### src/rtl/dct_transpose_ctrl_pkg.sv
// Purpose: shared constants, FSM state type and transpose address helper for the DCT transpose controller.
// Latency: n/a (package only).
// Backpressure: n/a (package only).
package dct_pkg;

    localparam int DATA_W = 24;               // coefficient width, equals RAM data width
    localparam int N      = 8;                // transform size
    localparam int LOG2N  = $clog2(N);
    localparam int ADDR_W = 2 * LOG2N;        // one N*N block of words
    localparam int BLK    = N * N;

    typedef enum logic [1:0] {
        IDLE,
        FILL,
        DRAIN,
        FLUSH
    } state_t;

    // Column-major read index -> row-major RAM address: low bits of the index
    // are the row, high bits the column, so swapping the halves gives row*N+col.
    function automatic logic [ADDR_W-1:0] tr_addr(input logic [ADDR_W-1:0] idx);
        return {idx[LOG2N-1:0], idx[ADDR_W-1:LOG2N]};
    endfunction

endpackage

### src/rtl/dct_tr_rd_pipe.sv
// Purpose: read-issue for the drain phase; holds the RAM address and the registered out_valid.
// Latency: word presented 1 cycle after issue (registered RAM read).
// Backpressure: on a stall the issued address is re-driven so the RAM re-reads the same word.
// Ports: clk/rst; i_en enables issue; i_idx is the column-major index to issue;
//        i_out_rdy is the downstream ready; o_issue pulses on each issue; o_addr is the
//        RAM read address; o_vld/o_idx describe the word currently presented.
module dct_tr_rd_pipe
    import dct_pkg::*;
(
    input  logic              clk,
    input  logic              rst,
    input  logic              i_en,
    input  logic [ADDR_W-1:0] i_idx,
    input  logic              i_out_rdy,
    output logic              o_issue,
    output logic [ADDR_W-1:0] o_addr,
    output logic              o_vld,
    output logic [ADDR_W-1:0] o_idx
);

    logic              r_vld;
    logic [ADDR_W-1:0] r_addr;
    logic [ADDR_W-1:0] r_idx;
    logic              w_issue;

    // A new read may go out when the output slot is empty or is being emptied now.
    assign w_issue = i_en && (!r_vld || i_out_rdy);

    always_ff @(posedge clk) begin
        if (rst) begin
            r_vld  <= 1'b0;
            r_addr <= '0;
            r_idx  <= '0;
        end else if (w_issue) begin
            r_vld  <= 1'b1;
            r_addr <= tr_addr(i_idx);
            r_idx  <= i_idx;
        end else if (i_out_rdy) begin
            r_vld  <= 1'b0;
        end
    end

    // Without a new issue the last address stays on the bus, keeping ram_dout stable.
    assign o_addr  = w_issue ? tr_addr(i_idx) : r_addr;
    assign o_issue = w_issue;
    assign o_vld   = r_vld;
    assign o_idx   = r_idx;

endmodule

### src/rtl/dct_transpose_ctrl.sv
// Purpose: fills the transpose RAM row-major from the row DCT and drains it column-major to the column DCT.
// Latency: first out_valid 2 cycles after the 64th write; full-rate drain is 64 cycles.
// Backpressure: in_ready low during DRAIN/FLUSH; out_ready low holds address and output word.
// Ports: clk, rst (sync, active-high); in_valid/in_ready/in_data row-major input;
//        ram_addr/ram_din/ram_we/ram_dout external single-port RAM; out_valid/out_ready/
//        out_data/out_col_last/out_blk_last column-major output; busy.
// Optional: DCT_TCTRL_DROP_CNT_EN adds drop_cnt[15:0], a saturating count of cycles with
//           in_valid high while in_ready is low.
module dct_transpose_ctrl
    import dct_pkg::*;
(
    input  logic              clk,
    input  logic              rst,
    input  logic              in_valid,
    output logic              in_ready,
    input  logic [DATA_W-1:0] in_data,
    output logic [ADDR_W-1:0] ram_addr,
    output logic [DATA_W-1:0] ram_din,
    output logic              ram_we,
    input  logic [DATA_W-1:0] ram_dout,
    output logic              out_valid,
    input  logic              out_ready,
    output logic [DATA_W-1:0] out_data,
    output logic              out_col_last,
    output logic              out_blk_last,
    output logic              busy
`ifdef DCT_TCTRL_DROP_CNT_EN
    ,
    output logic [15:0]       drop_cnt
`endif
);

    state_t            r_state;
    state_t            w_state_nxt;
    logic [ADDR_W-1:0] r_wr_cnt;
    logic [ADDR_W-1:0] w_wr_cnt_nxt;
    logic [ADDR_W-1:0] r_rd_cnt;
    logic [ADDR_W-1:0] w_rd_cnt_nxt;
    logic              w_accept;
    logic              w_rd_en;
    logic              w_issue;
    logic              w_out_vld;
    logic [ADDR_W-1:0] w_rd_addr;
    logic [ADDR_W-1:0] w_pres_idx;
    logic              w_rd_phase;

    assign w_rd_en    = (r_state == DRAIN);
    assign w_rd_phase = (r_state == DRAIN) || (r_state == FLUSH);

    dct_tr_rd_pipe u_rd_pipe (
        .clk       (clk),
        .rst       (rst),
        .i_en      (w_rd_en),
        .i_idx     (r_rd_cnt),
        .i_out_rdy (out_ready),
        .o_issue   (w_issue),
        .o_addr    (w_rd_addr),
        .o_vld     (w_out_vld),
        .o_idx     (w_pres_idx)
    );

    always_ff @(posedge clk) begin
        if (rst) begin
            r_state  <= IDLE;
            r_wr_cnt <= '0;
            r_rd_cnt <= '0;
        end else begin
            r_state  <= w_state_nxt;
            r_wr_cnt <= w_wr_cnt_nxt;
            r_rd_cnt <= w_rd_cnt_nxt;
        end
    end

    always_comb begin
        w_state_nxt  = r_state;
        w_wr_cnt_nxt = r_wr_cnt;
        w_rd_cnt_nxt = r_rd_cnt;
        in_ready     = 1'b0;
        w_accept     = 1'b0;
        case (r_state)
            IDLE, FILL: begin
                in_ready = 1'b1;
                w_accept = in_valid;
                if (in_valid) begin
                    // Counter wraps to 0 naturally after the last word of the block.
                    w_wr_cnt_nxt = r_wr_cnt + 1'b1;
                    w_state_nxt  = (r_wr_cnt == ADDR_W'(BLK - 1)) ? DRAIN : FILL;
                end
            end
            DRAIN: begin
                if (w_issue) begin
                    w_rd_cnt_nxt = r_rd_cnt + 1'b1;
                    if (r_rd_cnt == ADDR_W'(BLK - 1)) begin
                        w_state_nxt = FLUSH;
                    end
                end
            end
            FLUSH: begin
                if (w_out_vld && out_ready) begin
                    w_state_nxt = IDLE;
                end
            end
            default: begin
                w_state_nxt = IDLE;
            end
        endcase
    end

    // Write strobe is combinational on the accept so a word lands in the same cycle.
    assign ram_we       = w_accept;
    assign ram_din      = in_data;
    assign ram_addr     = w_rd_phase ? w_rd_addr : r_wr_cnt;
    assign busy         = (r_state != IDLE);

    assign out_valid    = w_out_vld;
    assign out_data     = ram_dout;
    assign out_col_last = w_out_vld && (w_pres_idx[LOG2N-1:0] == LOG2N'(N - 1));
    assign out_blk_last = w_out_vld && (w_pres_idx == ADDR_W'(BLK - 1));

`ifdef DCT_TCTRL_DROP_CNT_EN
    logic [15:0] r_drop_cnt;

    always_ff @(posedge clk) begin
        if (rst) begin
            r_drop_cnt <= '0;
        end else if (in_valid && !in_ready && (r_drop_cnt != 16'hFFFF)) begin
            r_drop_cnt <= r_drop_cnt + 16'd1;
        end
    end

    assign drop_cnt = r_drop_cnt;
`endif

endmodule

### config.mk
export PLATFORM = sky130hd
export DESIGN_NAME = dct_transpose_ctrl
export DESIGN_NICKNAME = d
export VERILOG_FILES = /design/src/rtl/dct_transpose_ctrl_pkg.sv /design/src/rtl/dct_tr_rd_pipe.sv /design/src/rtl/dct_transpose_ctrl.sv
export SDC_FILE = /design/constraint.sdc
export NUM_CORES = 1
export LEC_CHECK = 0
export BUFFER_PORTS_ARGS = -buffer_cell sky130_fd_sc_hd__buf_2
export CAP_MARGIN = 20
export CORE_ASPECT_RATIO = 1.2
export CORE_MARGIN = 1
export CORE_UTILIZATION = 37
export DETAILED_ROUTE_END_ITERATION = 12
export PLACE_DENSITY = 0.76
export SKIP_CTS_REPAIR_TIMING = 1
export SYNTH_ARGS = -nofsm -noshare
export SYNTH_HDL_FRONTEND = slang
export SYNTH_HIERARCHICAL = 1
export SYNTH_SLANG_ARGS = --single-unit
export TNS_END_PERCENT = 10
### constraint.sdc
create_clock -name clk -period 1.6 [get_ports clk]
set_input_delay 0.24 -clock clk [delete_from_list [all_inputs] [get_ports clk]]
set_output_delay 0.24 -clock clk [all_outputs]
set_load 0.02 [all_outputs]
Yosys cells after proc, flatten, opt, wreduce, memory -nomap -nowiden
Cells that the tools add are included.
{"block": "totals", "output_inout_bits": 60, "ff_bits": 27, "wordCells": 45, "input_bits": 52}
{"block": "classes", "addsub": 2, "eq_ne": 11, "reduce_logical": 14, "muxes": 12}
{"op": "$eq A6 B6 Y1 const B", "count": 3}
{"op": "$add A6 B1 Y6 const B", "count": 2}
{"op": "$mux W6", "count": 2}
{"op": "$mux W2", "count": 5}
{"op": "$ne A2 B2 Y1 const B", "count": 3}
{"op": "$pmux W2 S3", "count": 1}
{"op": "$eq A2 B2 Y1 const B", "count": 2}
{"op": "$logic_and A1 B1 Y1", "count": 4}
{"op": "$mux W1", "count": 4}
{"op": "$reduce_and A2 Y1", "count": 2}
{"op": "$reduce_and A4 Y1", "count": 1}
{"op": "$reduce_bool A2 Y1", "count": 2}
{"op": "$eq A3 B3 Y1 const B", "count": 1}
{"op": "$eq A2 B1 Y1 const B", "count": 1}
{"op": "$logic_not A2 Y1", "count": 1}
{"op": "$logic_or A1 B1 Y1", "count": 2}
{"op": "$ne A2 B1 Y1 const B", "count": 1}
{"op": "$reduce_or A2 Y1", "count": 1}
{"op": "$logic_not A1 Y1", "count": 1}

Depth between registers and ports, before layout
{"block": "depth", "depth_word": 5, "mapped_depth": 8, "ltp_nobuf": 7}

Modules after synthesis
The synthesis kept the hierarchy.
{"module": "dct_transpose_ctrl", "n_inst": 1, "cells_per_inst": 130, "area_per_inst_um2": 1118.6}
{"module": "dct_tr_rd_pipe", "n_inst": 1, "cells_per_inst": 60, "area_per_inst_um2": 505.5}

Worst setup path after synthesis
Ideal clock, no wire load.
{"block": "synth_path", "path_kind": "register to register", "start": "register r_state[1]", "end": "register r_rd_cnt[5]", "period_less_slack_ns": 1.770, "path_slack_ns": -0.170, "path_buffers": 1, "setup_ns": 0.071, "path_stages_with_launch": 9, "required_time_ns": 1.529, "t_arrival_ns": 1.700, "cell_sequence": "dfxtp_1 inv_2 nor2_1 buf_6 nand2_1 inv_1 nand3b_4 or4_1 a21oi_1"}
{"block": "synth_between", "elab_chain_cells": 3}
{"element": "start: declaration", "line_no": "dct_transpose_ctrl.sv:33", "text": "state_t r_state;"}
{"element": "start signal: assignment", "line_no": "dct_transpose_ctrl.sv:68", "text": "r_state <= w_state_nxt;"}
{"element": "$eq A2 B2 Y1", "line_no": "dct_transpose_ctrl.sv:47", "text": "assign w_rd_en = (r_state == DRAIN);"}
{"element": "named net w_rd_en", "line_no": "dct_transpose_ctrl.sv:40", "text": "logic w_rd_en;"}
{"element": "$logic_and A1 B1 Y1", "line_no": "dct_tr_rd_pipe.sv:27", "text": "assign w_issue = i_en && (!r_vld || i_out_rdy);"}
{"element": "named net w_issue", "line_no": "dct_transpose_ctrl.sv:41", "text": "logic w_issue;"}
{"element": "$reduce_and A2 Y1 (no line)"}
{"element": "end signal: assignment", "line_no": "dct_transpose_ctrl.sv:70", "text": "r_rd_cnt <= w_rd_cnt_nxt;"}
{"element": "end: declaration", "line_no": "dct_transpose_ctrl.sv:37", "text": "logic [ADDR_W-1:0] r_rd_cnt;"}
The timed path passes the listed nets, and every way through them passes these cells.
A chain may end at the register's enable or synchronous reset.

Final worst setup path
{"block": "layout_path", "start": "register r_state[1]", "end": "output ram_addr[0]"}
{"block": "layout_between", "elab_chain_cells": 4, "elab_cells_between_ends": 6, "cone_classes": "2 x eq/ne; 2 x mux; 2 x reduce/logical"}
{"element": "$eq A2 B2 Y1", "line_no": "dct_transpose_ctrl.sv:47"}
{"element": "named net w_rd_en", "line_no": "dct_transpose_ctrl.sv:40"}
{"element": "$logic_and A1 B1 Y1", "line_no": "dct_tr_rd_pipe.sv:27"}
{"element": "$mux W6", "line_no": "dct_tr_rd_pipe.sv:44", "text": "assign o_addr = w_issue ? tr_addr(i_idx) : r_addr;"}
{"element": "named net w_rd_addr[0]", "line_no": "dct_transpose_ctrl.sv:43", "text": "logic [ADDR_W-1:0] w_rd_addr;"}
{"element": "$mux W6", "line_no": "dct_transpose_ctrl.sv:112", "text": "assign ram_addr = w_rd_phase ? w_rd_addr : r_wr_cnt;"}
{"element": "end: declaration", "line_no": "dct_transpose_ctrl.sv:17", "text": "output logic [ADDR_W-1:0] ram_addr,"}
The timed path passes the listed nets, and every way through them passes these cells.

==> results.sh <==
export IMPL_clock_sinks=27
export IMPL_gp_congestion=0.779
export IMPL_cts_root_buffer="clkbuf_8"
export IMPL_p_per_area_nw_per_um2=708
export IMPL_worstSetupPathType="reg -> out"
export IMPL_rsz0062_at_grt="true"
export IMPL_yosys_warnings=6
export IMPL_cts_buffer_depth=2
export IMPL_yosysUniqueCellTypes=35
export IMPL_clkLatencyLatePin_ps=270
export IMPL_failed_checks="negative setup slack"
export IMPL_seq_area_frac_synth_pct=33.3
export IMPL_std_cell_rows=26
export IMPL_drc=0
export IMPL_io_pins=112
export IMPL_vias=1152
export IMPL_synth_seq_cells=27
export IMPL_core_sq_um=4230
export IMPL_max_freq_mhz=558
export IMPL_netlist_area_sq_um=1620
export IMPL_synth_fp_nets=244
export IMPL_min_period_ps=1790
export IMPL_numCtsBuffers=3
export IMPL_final_cells=228
export IMPL_diodes=0
export IMPL_io_buffer_count=15
export IMPL_crit_arrival_ps=1550
export IMPL_finalWorstSetupSlack_ps=-194
export IMPL_finalSetupTns_ps=-1030
export IMPL_htree_num_levels=1
export IMPL_wl_per_cell_microns=13.3
export IMPL_ant_nets=0
export IMPL_die_height_microns=74.6
export IMPL_finalSetupViolations=6
export IMPL_grt_pass1_wl_microns=4770
export IMPL_synth_cells=190
export IMPL_dp_slack_ps=-3.25
export IMPL_cts_tree="done"
export IMPL_clock_skew_final_ps=4.29
export IMPL_syn_to_final_growth_pct=-0.616
export IMPL_leakage_nw=0.672
export IMPL_hpwlAfterDp_microns=2170
export IMPL_dp_cells=223
export IMPL_min_path_type="in -> reg"
export IMPL_drive_above_1_share_pct=36.6
export IMPL_cp_required_ps=1360
export IMPL_dr_pass1_iters=4
export IMPL_crit_fanout=7
export IMPL_hold_viol=0
export IMPL_die_width_microns=62.5
export IMPL_drv_slew=0
export IMPL_via_per_inst=5.05
export IMPL_grt_pass1_vias=1082
export IMPL_syn_mean_instance_area_sq_um=8.55
export IMPL_status="finished, violations left"
export IMPL_antenna_found_initial=0
export IMPL_drt_iter0_markers=29
export IMPL_start_kind="flop"
export IMPL_slew_headroom_pct=75.2
export IMPL_grt_overflow_total=0
export IMPL_fin_crit_sh_pct=112
export IMPL_grt_max_degree=20
export IMPL_grt_total_usage_pct=13.1
export IMPL_clk_pin_slew_worst_paths_ps=90
export IMPL_start_util_pct=38.4
export IMPL_worst_slew_pin_slew_ps=372
export IMPL_die_area_sq_um=4660
export IMPL_max_vdd_ir_drop_mv=0.399
export IMPL_cp_end_kind="output port"
export IMPL_max_cap_violations=0
export IMPL_drt_total_wl_microns=3040
export IMPL_final_nets=227
cell usage in the layout, fill, tap and decap left out, types with 3 or more instances in the layout:
cell,instances
buf_4,20
o21ai_2,5
mux2_2,4
dfxtp_1,24
o21ai_1,9
or3_1,4
buf_2,12
xor2_1,3
nand2_1,13
a21oi_1,19
clkbuf_8,3
inv_4,3
nand3_1,11
nor2_1,5
flip-flops by register name, indices dropped and copies added (netlist names):
register and cells:
r_rd_cnt 6, r_wr_cnt 6, u_rd_pipe/o_idx 6, u_rd_pipe/r_addr 6, r_state 2, u_rd_pipe/o_vld 1
routing by layer:
layer | track usage [%] | part of all wire [%]
met5 | 0 | 0
met4 | 8.53 | 2.3
met3 | 2.45 | 6.9
met2 | 22.2 | 50
met1 | 15.4 | 41
worst max-delay path, stage by stage (launching register included):
cell and delay (ps):
dfxtp_4 370, inv_4 40, nor2_4 130, inv_4 80, o21ai_2 150, nand2_1 70
mux2_1 280, buf_2 160
synth_stat cells, drive strengths merged:
master	count	area (sq um)
clkbuf	2	7.51
nor2b	1	8.76
nor2	6	22.5
a211oi	1	7.51
nand4	1	6.26
nand2	13	48.8
xor2	3	26.3
and2	1	6.26
and4	2	17.5
mux2i	1	10.0
nand2b	3	26.3
dlygate4sd1	1	8.76
or3	4	25.0
nand3	11	55.1
a21oi	20	100
a311oi	1	15.0
o31ai	2	15.0
mux2	6	67.6
nand4b	1	8.76
or2	1	6.26
dfxtp	27	541
buf	52	398
or4	3	26.3
o21ai	17	85.1
a41oi	1	8.76
ha	2	25.0
inv	4	15.0
xnor2	1	8.76
nand3b	2	27.5
worst paths after layout:
path	startpoint	cells after the start	endpoint	slack (ps)
worst max-delay path	r_state[1]	7	ram_addr[0]	-190
worst min-delay path	in_valid	4	r_wr_cnt[1]	340
worst max register to register	r_state[1]	5	r_wr_cnt[5]	30
worst min register to register	u_rd_pipe/r_addr[3]	2	u_rd_pipe/r_addr[3]	470
final cells by class:
type	instances	area (sq um)
clock buffer	3	41.3
tap	56	70.1
clock inverter	1	5.00
fill	443	2620
sequential	27	547
multi-input combinational	104	707
timing repair buffer	33	221
inverter	4	22.5
report_power, final:
group | total, W | internal [W] | switching [W]
clock network | 0.000380 | 0.000174 | 0.000206
logic | 0.0000782 | 0.0000341 | 0.0000441
registers | 0.000685 | 0.000677 | 0.00000816
total | 0.00114 | 0.000885 | 0.000258
stage by stage:
stage	hold slack [ps]	util, %	area (sq um)	power, W
3_3_place_gp	469	35.3	1490	0.000772
5_1_grt	355	38.2	1610	0.00119
2_1_floorplan	308	-	1630	0.000918
6_report	341	38.2	1610	0.00114
4_1_cts	330	36.4	1540	0.00115
3_5_place_dp	472	35.3	1490	0.000773
cells by family after synthesis:
family | count (synthesis) | share of synthesized area [%]
adder cells (fa/ha/maj) | 2 | 1.54
multiplexers | 7 | 4.78
buffers and inverters | 59 | 26.4
XOR/XNOR | 4 | 2.16
AO/OA/AOI/OAI | 42 | 14.3
flip-flops | 27 | 33.3
AND/OR/NAND/NOR | 49 | 17.6
Note: power is estimated with default switching activity, not from simulation.
